[src/rtl/sap1_controller.sv]
`default_nettype none
// ============================================================================
// Module      : sap1_controller
// Description : Controller/sequencer for the SAP-1 datapath. A six-state
//               one-hot ring counter (T1..T6) advances on the falling edge of
//               clk. The control word is decoded combinationally from the
//               ring counter and the IR opcode, so it settles half a cycle
//               before the rising edge where the datapath registers load.
//               HLT freezes the ring counter in T4 until reset.
// Ports       : clk      - system clock (datapath loads on rising edge)
//               reset    - asynchronous active-low reset
//               opcode   - IR upper nibble, stable from T3 rise to end of T6
//               pc_inc, pc_out, mar_load, ram_out, ir_load, ir_out,
//               a_load, a_out, b_load, alu_sub, alu_out, out_load
//                        - datapath control word
//               halt     - machine halted
//               t_state  - one-hot ring counter, bit0 = T1
// Revision    : 1.0 - initial release
// ============================================================================
module sap1_controller #(
  parameter int                      OPCODE_WIDTH = 4,
  parameter logic [OPCODE_WIDTH-1:0] OP_LDA       = 4'b0000,
  parameter logic [OPCODE_WIDTH-1:0] OP_ADD       = 4'b0001,
  parameter logic [OPCODE_WIDTH-1:0] OP_SUB       = 4'b0010,
  parameter logic [OPCODE_WIDTH-1:0] OP_OUT       = 4'b1110,
  parameter logic [OPCODE_WIDTH-1:0] OP_HLT       = 4'b1111
) (
  input  logic                    clk,
  input  logic                    reset,
  input  logic [OPCODE_WIDTH-1:0] opcode,
  output logic                    pc_inc,
  output logic                    pc_out,
  output logic                    mar_load,
  output logic                    ram_out,
  output logic                    ir_load,
  output logic                    ir_out,
  output logic                    a_load,
  output logic                    a_out,
  output logic                    b_load,
  output logic                    alu_sub,
  output logic                    alu_out,
  output logic                    out_load,
  output logic                    halt,
  output logic [5:0]              t_state
);

  typedef enum logic [5:0] {
    T1 = 6'b000001,
    T2 = 6'b000010,
    T3 = 6'b000100,
    T4 = 6'b001000,
    T5 = 6'b010000,
    T6 = 6'b100000
  } t_state_e;

  t_state_e t_state_q;
  t_state_e t_state_d;

  // Next ring position. HLT in T4 holds the counter; any illegal encoding
  // falls into the default arm and restarts at fetch.
  always_comb begin
    t_state_d = T1;
    case (t_state_q)
      T1:      t_state_d = T2;
      T2:      t_state_d = T3;
      T3:      t_state_d = T4;
      T4:      t_state_d = (opcode == OP_HLT) ? T4 : T5;
      T5:      t_state_d = T6;
      T6:      t_state_d = T1;
      default: t_state_d = T1;
    endcase
  end

  // Falling-edge update gives the decode half a cycle to settle before the
  // datapath samples the control word on the rising edge.
  always_ff @(negedge clk or negedge reset) begin
    if (!reset) begin
      t_state_q <= T1;
    end else begin
      t_state_q <= t_state_d;
    end
  end

  // While reset is low the ring counter is already T1, but the output is
  // forced as well so it is valid before the first clock edge ever arrives.
  assign t_state = reset ? t_state_q : T1;

  // Control word decode; reset low overrides everything to 0.
  always_comb begin
    pc_inc   = 1'b0;
    pc_out   = 1'b0;
    mar_load = 1'b0;
    ram_out  = 1'b0;
    ir_load  = 1'b0;
    ir_out   = 1'b0;
    a_load   = 1'b0;
    a_out    = 1'b0;
    b_load   = 1'b0;
    alu_sub  = 1'b0;
    alu_out  = 1'b0;
    out_load = 1'b0;
    halt     = 1'b0;
    if (reset) begin
      case (t_state_q)
        T1: begin
          pc_out   = 1'b1;
          mar_load = 1'b1;
        end
        T2: begin
          pc_inc = 1'b1;
        end
        T3: begin
          ram_out = 1'b1;
          ir_load = 1'b1;
        end
        T4: begin
          if (opcode == OP_LDA || opcode == OP_ADD || opcode == OP_SUB) begin
            ir_out   = 1'b1;
            mar_load = 1'b1;
          end else if (opcode == OP_OUT) begin
            a_out    = 1'b1;
            out_load = 1'b1;
          end else if (opcode == OP_HLT) begin
            halt = 1'b1;
          end
        end
        T5: begin
          if (opcode == OP_LDA) begin
            ram_out = 1'b1;
            a_load  = 1'b1;
          end else if (opcode == OP_ADD || opcode == OP_SUB) begin
            ram_out = 1'b1;
            b_load  = 1'b1;
          end
        end
        T6: begin
          if (opcode == OP_ADD || opcode == OP_SUB) begin
            alu_out = 1'b1;
            a_load  = 1'b1;
            alu_sub = (opcode == OP_SUB);
          end
        end
        default: begin
        end
      endcase
    end
  end

endmodule
`default_nettype wire
[config.mk]
export PLATFORM = sky130hd
export DESIGN_NAME = sap1_controller
export DESIGN_NICKNAME = d
export VERILOG_FILES = /design/src/rtl/sap1_controller.sv
export SDC_FILE = /design/constraint.sdc
export NUM_CORES = 1
export LEC_CHECK = 0
export CAP_MARGIN = 20
export CORE_MARGIN = 3
export CORE_UTILIZATION = 35
export DETAILED_ROUTE_END_ITERATION = 10
export DONT_BUFFER_PORTS = 1
export HOLD_SLACK_MARGIN = 0.1
export PLACE_DENSITY = 0.47
export SLEW_MARGIN = 20
export SYNTH_ARGS = -nofsm -noshare
export SYNTH_HDL_FRONTEND = slang
export SYNTH_SLANG_ARGS = --single-unit
[constraint.sdc]
create_clock -name clk -period 4.2 [get_ports clk]
set_input_delay 0.42 -clock clk [delete_from_list [all_inputs] [get_ports clk]]
set_output_delay 0.42 -clock clk [all_outputs]
set_load 0.02 [all_outputs]
==> impl_metrics.json <==
{
  "firstDrtPassIters": 4,
  "vias": 519,
  "synth-simple-area-share_pct": 49.9,
  "reg.largest.list": "t_state_q (6)",
  "netlist_instances": 52,
  "synth-compound-area-share_pct": 9.33,
  "fin_area_sq_um": 790,
  "holdCritPathClass": "flop to flop",
  "synth_commonest_cells": "and2_1 (8), dfrtn_1 (5), nor4_1 (4)",
  "io_buffers": 0,
  "synth_top_cell_area_share_pct": 26.7,
  "worstSkewPairLatency_ns": 0.29,
  "pwr_density_cell_nw_per_um2": 535,
  "relSlewSlack_pct": 68.1,
  "path_class": "flop to output port",
  "setup.worst_path.start_class": "flop",
  "diodes": 0,
  "crit_path_end_kind": "output port",
  "final_util_pct": 66.6,
  "synth_top_family_by_area": "simple AND/OR/NAND/NOR gates",
  "cts_hold_buf": 0,
  "clockPowerShare_pct": 14.3,
  "grt_max_degree": 20,
  "wl_per_cell_microns": 15.7,
  "tns_ns": 0,
  "synth.area.mux_share_pct": 0,
  "yosysMostFrequentCell": "and2_1",
  "chipWidth_microns": 42.6,
  "finalSetupViolCount": 0,
  "yosys.cell_types.count": 27,
  "hold_violations": 0,
  "crit_fanout": 3,
  "vias_per_cell": 5.58,
  "r2r_end": "t_state_q[0]",
  "internal_power_uw": 260,
  "synth_top_cells_by_area": "dfrtn_1 (27%), and2_1 (11%), dfstp_2 (5.6%)",
  "io_pins": 25,
  "path_clk_slew_ns": 0.04,
  "die_area_sq_um": 1820,
  "postRouteAntennaNets": 0,
  "clock-root-buffer": "clkbuf_4",
  "register_area_sq_um": 151,
  "worst_slew_pin_slew_ns": 0.466,
  "multi_input_area_sq_um": 380,
  "cts_buffer_depth": 2,
  "ir_drop_v": 0.000412,
  "switching_power_uw": 163,
  "worstSetupEndpoint": "pc_out",
  "ys_seq_area_share_pct": 32.3,
  "r2r_cells": 6,
  "startpoint": "t_state_q[5]",
  "place_hpwl_microns": 950,
  "report.power.total_uw": 423,
  "core_area_sq_um": 1190,
  "placedCellCount": 71,
  "largest_register_ffs": 6,
  "syn_area_per_cell_sq_um": 9.02,
  "antenna_found_initial": 0,
  "regMostFlops": "t_state_q",
  "p_comb_share_pct": 59.9,
  "yosys.area.top_type": "dfrtn_1",
  "place_ws_ns": 0.123,
  "timing.hold.ws_ns": 0.653,
  "crit_required_ns": 3.78,
  "maxCapViolations": 0,
  "fp.dieH_microns": 42.6,
  "syn-cell-area_sq_um": 469,
  "switching_share_pct": 38.5,
  "place_congestion": 0.664,
  "areaGrowthSynthToFinish_pct": 68.3,
  "synth-xor-area-share_pct": 3.73,
  "layout-drive-gt1-share_pct": 54.4,
  "final.setup_skew_ns": 0.0410,
  "async_flop_share_pct": 100,
  "stdcell_count": 93,
  "cts.sinks": 6,
  "outcome": "complete, no violations",
  "fin_nets": 86,
  "cts_buffers": 3,
  "p_leak_nw": 0.369,
  "grt_usage_pct": 16.4,
  "ys_ff_latch": 6,
  "synth_adder_area_share_pct": 0,
  "num-fill-cells": 92,
  "drv_slew": 0,
  "rows": 12,
  "grt_pass1_wl_mm": 2.32,
  "yosysWarnings": 0,
  "seq_power_share_pct": 25.7,
  "timing.rr.start": "t_state_q[1]",
  "final.setup.worst_slack_ns": 0.0144,
  "rsz0062_at_grt": "true",
  "drc_errors": 0,
  "r2r_setup_slack_ns": 2.56,
  "grt-ovfl-total": 0,
  "cts_tree": "yes",
  "synth_enable_flop_cells": 0,
  "start_util_pct": 39.6,
  "cp.arrival_ns": 3.77,
  "grt_pass1_vias": 510,
  "post_dp_cell_area_sq_um": 543,
  "synth_ff_type": "dfrtn_1",
  "synth_nets": 58,
  "first_iter_violations": 8,
  "ctsHtreeMaxLevel": 1,
  "wl_mm": 1.46
}
critical path, stage by stage (launching register included):
cell and delay, ns:
dfrtn_1 0.39, or4_4 0.54, nor3b_4 0.26, and2_4 0.21
power groups by stage:
stage          sequential (mW)  clock [mW]  combinational, mW
2_1_floorplan           0.0994     0.00298              0.108
3_3_place_gp             0.101     0.00298              0.134
3_5_place_dp             0.104     0.00298              0.137
4_1_cts                  0.103      0.0642              0.223
5_1_grt                  0.113      0.0666              0.272
6_report                 0.109      0.0606              0.253
cells by family after synthesis:
logic type	Yosys count
and+or+nand+nor	34
DFF	6
AOI/OAI and AO/OA	5
buffers and inverters	5
xor gates and xnor gates	2
cells in the final DEF (no fill, tap or decap), types with 3 or more instances in the layout:
master / n
and2_1: 6
buf_4: 21
buf_6: 4
clkbuf_4: 3
dfrtn_1: 5
inv_1: 3
nand2_1: 3
nor4_4: 3
metal layers:
metal,vias up,global-route usage [%],part of all wire [%]
met5,-,0,0
li1,245,-,-
met3,2,3.00,5.8
met1,252,19.9,44
met4,0,4.97,0.96
met2,20,28.9,49
final cells by class:
class	count	area share, %
Inverter	2	0.951
Timing Repair Buffer	25	25.7
Clock buffer	4	3.33
Multi-Input combinational cell	41	48.2
Sequential cell	6	19.2
Clock inverter	1	0.475
Tap cell	14	2.22
worst min path at each step:
stage / startpoint / to / slack, ns / depth (start not counted)
floorplan: t_state_q[0] / t_state_q[2] / 0.51 / 1
global placement: t_state_q[1] / t_state_q[1] / 0.57 / 1
detailed placement: t_state_q[0] / t_state_q[2] / 0.60 / 1
CTS: t_state_q[0] / t_state_q[2] / 0.64 / 1
global route: t_state_q[0] / t_state_q[2] / 0.69 / 1
finish: t_state_q[0] / t_state_q[2] / 0.65 / 1
timing repair:
action | in CTS | in global routing
pin swaps | 5 | 10
gates resized for setup | 11 | 9
buffers inserted | 12 | 6
setup endpoints to repair | 7 | 12
Note: power is estimated with default switching activity, not from simulation.
